### config.mk
export PLATFORM = sky130hd
export DESIGN_NAME = uart_tx_serializer
export DESIGN_NICKNAME = d
export VERILOG_FILES = /design/src/rtl/uart_tx_serializer.sv
export SDC_FILE = /design/constraint.sdc
export NUM_CORES = 1
export LEC_CHECK = 0
export ABC_AREA = 1
export BUFFER_PORTS_ARGS = -buffer_cell sky130_fd_sc_hd__clkbuf_2
export CORE_UTILIZATION = 49
export CTS_CLUSTER_DIAMETER = 60
export DETAILED_ROUTE_END_ITERATION = 16
export GPL_ROUTABILITY_DRIVEN = 0
export PLACE_DENSITY = 0.73
export SLEW_MARGIN = 10
export SYNTH_ARGS = -nofsm -noshare
export SYNTH_HDL_FRONTEND = slang
export SYNTH_SLANG_ARGS = --single-unit
### constraint.sdc
create_clock -name clk -period 1.35 [get_ports clk]
set_clock_uncertainty 0.1 [all_clocks]
set_input_delay 0.405 -clock clk [delete_from_list [all_inputs] [get_ports clk]]
set_output_delay 0.405 -clock clk [all_outputs]
set_load 0.03 [all_outputs]
### src/rtl/uart_tx_serializer.sv
// uart_tx_serializer: pops bytes from the transmit FIFO read port and sends
// each one as an LSB-first UART frame on tx. Frames run back-to-back while
// the FIFO is non-empty.
// Build option: define UART_TX_PARITY_EN to add an even-parity bit (8E1).
// Without it, frames are 8N1.
//
//   state  | meaning
//   IDLE   | line high; pop FIFO when non-empty
//   FETCH  | FIFO data valid; capture byte, clear counters
//   START  | start bit (tx = 0)
//   DATA   | data bits, LSB first
//   PARITY | even parity bit (UART_TX_PARITY_EN only)
//   STOP   | stop bit (tx = 1); tx_done on its final cycle
module uart_tx_serializer #(
   parameter int CLKS_PER_BIT = 16,
   parameter int DATA_W       = 8
) (
   input  logic              clk,
   input  logic              rst_n,
   input  logic              fifo_empty,
   input  logic [DATA_W-1:0] fifo_data,
   output logic              fifo_rd_en,
   output logic              tx,
   output logic              busy,
   output logic              tx_done
);

   localparam int BAUD_W = $clog2(CLKS_PER_BIT);
   localparam int BIT_W  = $clog2(DATA_W) + 1;
   localparam logic [BAUD_W-1:0] BAUD_LAST = BAUD_W'(CLKS_PER_BIT - 1);
   localparam logic [BIT_W-1:0]  BIT_LAST  = BIT_W'(DATA_W - 1);

`ifdef UART_TX_PARITY_EN
   typedef enum logic [2:0] {
      ST_IDLE, ST_FETCH, ST_START, ST_DATA, ST_PARITY, ST_STOP
   } state_t;
`else
   typedef enum logic [2:0] {
      ST_IDLE, ST_FETCH, ST_START, ST_DATA, ST_STOP
   } state_t;
`endif

   state_t              state_q, state_d;
   logic [BAUD_W-1:0]   baud_q, baud_d;
   logic [BIT_W-1:0]    bit_q, bit_d;
   logic [DATA_W-1:0]   shift_q, shift_d;
   logic                tx_d;
   logic                bit_end;
`ifdef UART_TX_PARITY_EN
   logic                parity_q, parity_d;
`endif

   assign bit_end = (baud_q == BAUD_LAST);
   assign busy    = (state_q != ST_IDLE);

   // State, counters, shift register and registered tx line.
   always_ff @(posedge clk or negedge rst_n) begin
      if (!rst_n) begin
         state_q  <= ST_IDLE;
         baud_q   <= '0;
         bit_q    <= '0;
         shift_q  <= '0;
         tx       <= 1'b1;
`ifdef UART_TX_PARITY_EN
         parity_q <= 1'b0;
`endif
      end else begin
         state_q  <= state_d;
         baud_q   <= baud_d;
         bit_q    <= bit_d;
         shift_q  <= shift_d;
         tx       <= tx_d;
`ifdef UART_TX_PARITY_EN
         parity_q <= parity_d;
`endif
      end
   end

   // Next-state, counter updates, pop strobe and tx_done.
   always_comb begin
      state_d    = state_q;
      baud_d     = baud_q;
      bit_d      = bit_q;
      shift_d    = shift_q;
      fifo_rd_en = 1'b0;
      tx_done    = 1'b0;
`ifdef UART_TX_PARITY_EN
      parity_d   = parity_q;
`endif
      case (state_q)
         ST_IDLE: begin
            // Gated by rst_n so no pop is requested while held in reset.
            fifo_rd_en = rst_n & ~fifo_empty;
            if (!fifo_empty) state_d = ST_FETCH;
         end
         ST_FETCH: begin
            shift_d  = fifo_data;
            baud_d   = '0;
            bit_d    = '0;
`ifdef UART_TX_PARITY_EN
            parity_d = ^fifo_data;
`endif
            state_d  = ST_START;
         end
         ST_START: begin
            baud_d = bit_end ? '0 : baud_q + 1'b1;
            if (bit_end) state_d = ST_DATA;
         end
         ST_DATA: begin
            baud_d = bit_end ? '0 : baud_q + 1'b1;
            if (bit_end) begin
               shift_d = shift_q >> 1;
               bit_d   = bit_q + 1'b1;
`ifdef UART_TX_PARITY_EN
               if (bit_q == BIT_LAST) state_d = ST_PARITY;
`else
               if (bit_q == BIT_LAST) state_d = ST_STOP;
`endif
            end
         end
`ifdef UART_TX_PARITY_EN
         ST_PARITY: begin
            baud_d = bit_end ? '0 : baud_q + 1'b1;
            if (bit_end) state_d = ST_STOP;
         end
`endif
         ST_STOP: begin
            baud_d  = bit_end ? '0 : baud_q + 1'b1;
            tx_done = bit_end;
            if (bit_end) state_d = ST_IDLE;
         end
         default: state_d = ST_IDLE;
      endcase
   end

   // Line level for the upcoming cycle, decoded from the next state so tx
   // can be registered without adding a cycle of latency.
   always_comb begin
      tx_d = 1'b1;
      case (state_d)
         ST_START:  tx_d = 1'b0;
         ST_DATA:   tx_d = shift_d[0];
`ifdef UART_TX_PARITY_EN
         ST_PARITY: tx_d = parity_d;
`endif
         default:   tx_d = 1'b1;
      endcase
   end

endmodule

==> summary.md, run 1 <==
| Metric | Value |
|---|---|
| Fraction of layout cells with a size suffix above 1 | 0.5276 |
| Initial antenna violation count | 0 |
| Least-Margin Pin Slew | 254.6 ps |
| Max_cap viols | 0 |
| Vias | 1,022 |
| Fin. max-slew vios | 0 |
| Syn Inst Count | 114 |
| Asr flop ratio synth | 1.000 |
| Sequential element share of the synthesized area | 0.4902 |
| Avg WL per Cell | 16.18 um |
| Die ar. | 2275 um2 |
| Latest clock arrival within the worst-skew pair | 300 ps |
| Final setup margin | -621.0 ps |
| Clk pwr share | 0.341 |
| Final setup fails | 24 |
| CTS tree | yes |
| Internal Power | 0.7995 mW |
| Largest net degree at the start of global routing | 21 |
| Area of the core | 1962 um2 |
| Switch share | 0.2176 |
| Reg power frac | 0.604 |
| First-pass GRT wire length | 3663 um |
| R2R depth | 10 |
| Post-Syn Area per Cell | 8.978 um2 |
| Area Growth Syn to Fin | 59.17% |
| Register area | 503.0 um2 |
| Synth area leader | dfrtp_1 |
| EDFF count, synth | 0 |
| CTS H-tree depth | 1 |
| CP Launch Type | register |
| Fin. Hold Viols | 0 |
| Net Count, Synth | 127 |
| Top-count cell post-synth | nand2_1 |
| Fillers | 104 |
| Die height | 47.70 um |
| Top_reg_cell synth | dfrtp_1 |
| Tot Pwr | 1.022 mW |
| Worst vdd ir | 781.1 uV |
| Io pins | 15 |
| Fmax | 507.4 MHz |
| WHS Path Cells | 3 |
| Dpl cell area | 1339 um2 |
| Clk slew on worst S/H paths | 110 ps |
| Yosys warns | 0 |
| Total congestion overflow | 0 |
| Number of CTS-inserted buffers | 3 |
| Switching Power | 0.2224 mW |
| Setup Crit Path Kind | register to output port |
| Vias in the first global route | 872 |
| Min cycle time layout | 1971 ps |
| DP HPWL | 1568 um |
| Final Cycle Share | 1.460 |
| CTS max path bufs | 2 |
| Layout Utilization | 0.8304 |
| RSZ-0062 raised after global routing | true |
| Final wirelength | 3075 um |
| Failing checks | setup timing |
| Cell area after layout | 1629 um2 |
| CP arrival | 1470 ps |
| HP Class | primary input to register |
| Post-Syn Area | 1023 um2 |
| Top post-synthesis cells by area | dfrtp_1 (46%), nand2_1 (13%), nand3_1 (4.9%) |
| Leakage | 0.7907 nW |
| Synthesized flop and latch total | 20 |
| Root Buffer | clkbuf_4 |
| # diodes | 0 |
| Final ANT Viol Nets | 0 |
| Row count | 16 |
| Multi-input gate area | 583.1 um2 |
| GRT Util Overall | 0.2382 |
| Chip width | 47.70 um |
| Top cell type's share of synthesized area | 0.4645 |
| Max_slew headroom | 0.8296 |
| Pwr Density | 627.3 nW/um2 |
| Final #Nets | 177 |
| # clock sinks | 20 |
| Drt drc | 0 |
| Yosys cell types | 25 |
| DRT Pass-1 Iters | 4 |
| IO buf count | 14 |
| Post-synth top cells | nand2_1 (36), dfrtp_1 (19), inv_1 (11) |
| Worst hold margin | 202.1 ps |
| Combinational share of power | 0.055 |
| Worst Setup End Kind | output port |
| FF-to-FF setup slack | -330 ps |
| Avg Vias per Cell | 5.379 |
| Critical Path RT | 850 ps |
| CP Max Fanout | 2 |
| Status | complete, but fails checks |
| Post-place setup slack | -328.4 ps |
| Initial DRC count | 21 |
| Starting Density | 0.5217 |
## state kept, by name, summed over array words and instances, names as in the netlist
register  count
state_q       3
shift_q       8
tx            1
bit_q         4
baud_q        4
## final timing paths
| check | startpoint | endpoint |
|---|---|---|
| setup / recovery | state_q[2] | fifo_rd_en |
| hold reg to reg | shift_q[7] | shift_q[7] |
| setup reg to reg | state_q[0] | baud_q[3] |
| max in group asynchronous | rst_n | tx |
| hold / removal | fifo_data[7] | shift_q[7] |
| min in group asynchronous | rst_n | baud_q[3] |
## cell usage in the layout, fill, tap and decap left out, types with 4 or more instances in the layout
| master | instances |
|---|---|
| nor2_4 | 5 |
| inv_4 | 4 |
| o21ai_1 | 4 |
| dfrtp_1 | 18 |
| buf_8 | 4 |
| nand3_1 | 5 |
| buf_4 | 19 |
| a22oi_1 | 4 |
| nand2_1 | 32 |
| nand2_2 | 4 |
| nand3_2 | 4 |
| inv_1 | 6 |
| buf_6 | 12 |
| clkbuf_2 | 10 |
## cell families after synthesis
kind of cell,share of synthesized area
adder cells (fa/ha/maj),0.02445
XOR/XNOR,0.01712
AND/OR/NAND/NOR,0.3056
AO/OA/AOI/OAI,0.09658
flip-flops,0.4902
buffers and inverters,0.06601
## area by class of cell
cell class	instances	area share
Multi-Input combinational cell	80	0.3579
Inverter	12	0.03379
Clock buffer	4	0.02227
Timing Repair Buffer	47	0.2565
Sequential cell	20	0.3088
Tap cell	27	0.02074
## metrics by stage
step | TNS (ps) | std cells
after CTS | -3779 | 189
after global placement | -1056 | 177
after floorplan | -361.3 | 114
after detailed placement | -1668 | 177
final | -5410 | 190
after global routing | -6374 | 190
## routing by layer
metal / wire [um] / track usage
met3: 73 / 0.03396
met1: 1254 / 0.2779
met4: 44 / 0.1167
met5: 0 / 0
met2: 1703 / 0.4243
## critical path, cell delays in order, from the launching register on
cell and delay, ps:
dfrtp_1 440, nor3_4 200, inv_2 60, or2_4 250, nor2_4 90, buf_8 130
## power groups by stage
| stage | registers (mW) | clock network [mW] | logic [mW] |
|---|---|---|---|
| after CTS | 0.616 | 0.347 | 0.0525 |
| final | 0.617 | 0.348 | 0.0567 |
| after detailed placement | 0.627 | 0 | 0.0474 |
| after floorplan | 0.629 | 0 | 0.0114 |
| after global placement | 0.626 | 0 | 0.0463 |
| after global routing | 0.619 | 0.373 | 0.0646 |
## repair_timing
| item | CTS | global route |
|---|---|---|
| endpoints found under the hold margin | 19 | 0 |
| hold buffers | 1 | 0 |
| resized for setup | 42 | 13 |
| setup buffers | 9 | 2 |
| endpoints found under the setup margin | 22 | 24 |
| pin swaps | 13 | 3 |
(Power assumes the default switching activity.)
==> inputs of run 2 (changes only) <==
--- a/config.mk
+++ b/config.mk
@@ -7,11 +7,12 @@
 export LEC_CHECK = 0
 export ABC_AREA = 1
 export BUFFER_PORTS_ARGS = -buffer_cell sky130_fd_sc_hd__clkbuf_2
-export CORE_UTILIZATION = 49
+export CAP_MARGIN = 20
+export CORE_UTILIZATION = 50
 export CTS_CLUSTER_DIAMETER = 60
 export DETAILED_ROUTE_END_ITERATION = 16
 export GPL_ROUTABILITY_DRIVEN = 0
-export PLACE_DENSITY = 0.73
+export PLACE_DENSITY = 0.71
 export SLEW_MARGIN = 10
 export SYNTH_ARGS = -nofsm -noshare
 export SYNTH_HDL_FRONTEND = slang
==> constraint.sdc (replaced) <==
create_clock -name clk -period 2.55 [get_ports clk]
set_clock_uncertainty 0.1 [all_clocks]
set_input_delay 0.765 -clock clk [delete_from_list [all_inputs] [get_ports clk]]
set_output_delay 0.765 -clock clk [all_outputs]
set_load 0.03 [all_outputs]
==> summary.md, run 2 (same netlist as run 1, synthesis figures left out) <==
| Metric | Value |
|---|---|
| Io pins | 15 (unchanged) |
| CTS H-tree depth | 1 (unchanged) |
| Layout Cells excl Fill | 161 (-15%) |
| Max_cap viols | 0 (unchanged) |
| CP max-delay cell | dfrtp_2 |
| Most flop-heavy register | shift_q |
| Reg2reg start | state_q[2] |
| Min cycle time layout | 2442 ps |
| CP max stage delay | 450 ps (about the same) |
| HP Class | primary input to asynchronous set/reset pin |
| Drt drc | 0 (unchanged) |
| IO buf count | 14 (unchanged) |
| Fraction of layout cells with a size suffix above 1 | 0.2687 (-0.2590) |
| Status | finished clean |
| Chip width | 47.25 um (-0.95%) |
| Most common cell after layout, fill and taps aside | nand2_1 |
| CP arrival | 1580 ps (+110 ps) |
| # clock sinks | 20 (unchanged) |
| Max_slew headroom | 0.7883 (-0.04131) |
| RSZ-0062 raised after global routing | false |
| Hold buffers post-CTS | 0 (-1) |
| CTS tree | yes |
| Regs by FF count | shift_q x8, baud_q x4, bit_q x4 |
| Tot Pwr | 0.5329 mW (-48%) |
| Fmax | 409.4 MHz |
| Setup_tns | 0 ps (+5410 ps) |
| Avg Vias per Cell | 5.006 (-6.9%) |
| Dpl cell area | 1112 um2 (-17%) |
| Worst Setup End Kind | output port |
| Largest net degree at the start of global routing | 21 (unchanged) |
| Clk slew on worst S/H paths | 120 ps (about the same) |
| Initial antenna violation count | 0 (unchanged) |
| CP Launch Type | register |
| Final ANT Viol Nets | 0 (unchanged) |
| Final Cycle Share | 0.9578 |
| Largest register FFs | 8 (unchanged) |
| Crit-path cells | nor3_1, inv_1, or2_2, nor2_1, clkbuf_4 |
| Critical path's top delay family | simple AND/OR/NAND/NOR gates |
| FF-to-FF setup slack | 1020 ps (+1350 ps) |
| R2R depth | 7 (-3) |
| Latest clock arrival within the worst-skew pair | 300 ps (about the same) |
| Area Growth Syn to Fin | 14.79% |
| Total congestion overflow | 0 (unchanged) |
| Fin. max-slew vios | 0 (unchanged) |
| Critical Path RT | 1690 ps (+840 ps) |
| Cell count after placement | 154 (-13%) |
| Most frequent cells in the layout | nand2_1 (36), dfrtp_1 (18), clkbuf_2 (13), inv_1 (11), nand3_1 (10) |
| Die ar. | 2232 um2 (-1.9%) |
| Final #Nets | 148 (-16%) |
| Cell area after layout | 1175 um2 (-28%) |
| Vias in the first global route | 654 (-25%) |
| First-pass GRT wire length | 2780 um (-24%) |
| Pwr Density | 453.6 nW/um2 (-28%) |
| Final wirelength | 1831 um (-40%) |
| Worst vdd ir | 326.9 uV (-58%) |
| GRT Util Overall | 0.1823 (-0.05599) |
| Final setup fails | 0 (-100%) |
| Number of CTS-inserted buffers | 3 (unchanged) |
| Setup Crit Path Kind | register to output port |
| Starting Density | 0.5271 (+0.005378) |
| Die height | 47.25 um (-0.95%) |
| DP HPWL | 1307 um (-17%) |
| Initial DRC count | 18 (-14%) |
| Least-Margin Pin Slew | 316.8 ps (+62.18 ps) |
| # diodes | 0 (unchanged) |
| CTS max path bufs | 2 (unchanged) |
| Row count | 16 (unchanged) |
| Vias | 806 (-21%) |
| Root Buffer | clkbuf_4 |
| Leakage | 0.6038 nW (-24%) |
| Avg WL per Cell | 11.37 um (-30%) |
| R2r endpoint | bit_q[0] |
| Area of the core | 1942 um2 (-1.0%) |
| CP Max Fanout | 4 (+2) |
| DRT Pass-1 Iters | 4 (unchanged) |
| Buffers and inverters on the worst path | 2 (unchanged) |
| Fin. Hold Viols | 0 (unchanged) |
## run 2: cell type report
type	count	area (um2)
Clock buffer	4	36.28
Multi-Input combinational cell	80	454.2
Fill cell	176	767.0
Inverter	12	45.04
Sequential cell	20	503.0
Timing Repair Buffer	18	102.6
Tap cell	27	33.78
## run 2: through the flow
step | hold WS, ps | setup slack [ps] | util
after global placement | 359.1 | 272.6 | 0.5728
after floorplan | 342.7 | 191.1 | -
after CTS | 322.6 | 51.46 | 0.5915
after detailed placement | 364.3 | 243.4 | 0.5728
after global routing | 334.4 | 7.465 | 0.6050
final | 314.6 | 107.5 | 0.6050
## run 2: how the worst max path moves through the flow
| stage | from | end | depth (start not counted) |
|---|---|---|---|
| 2_1_floorplan | state_q[1] | fifo_rd_en | 4 |
| 3_3_place_gp | fifo_empty | fifo_rd_en | 4 |
| 3_5_place_dp | fifo_empty | fifo_rd_en | 4 |
| 4_1_cts | state_q[1] | fifo_rd_en | 5 |
| 5_1_grt | state_q[1] | fifo_rd_en | 5 |
| 6_report | state_q[1] | fifo_rd_en | 5 |
## run 2: power by group
part | total [mW] | internal (mW) | switching, mW
clock | 0.183 | 0.0871 | 0.0962
combinational | 0.0237 | 0.00971 | 0.0140
sequential | 0.326 | 0.323 | 0.00266
## run 2: repair_timing
action,CTS,global route
endpoints found under the setup margin,0,1
setup buffers,0,3
resized for setup,0,3
## run 2: metal layers
layer  routed length (um)  up-vias  part of all wire  global-route usage
met5                    0        -                 0                   0
met4                    0        0                 0             0.01714
met3                   79        0             0.043             0.08077
met2                  901       16              0.49              0.2877
met1                  849      379              0.46              0.2409
li1                     -      411                 -                   -
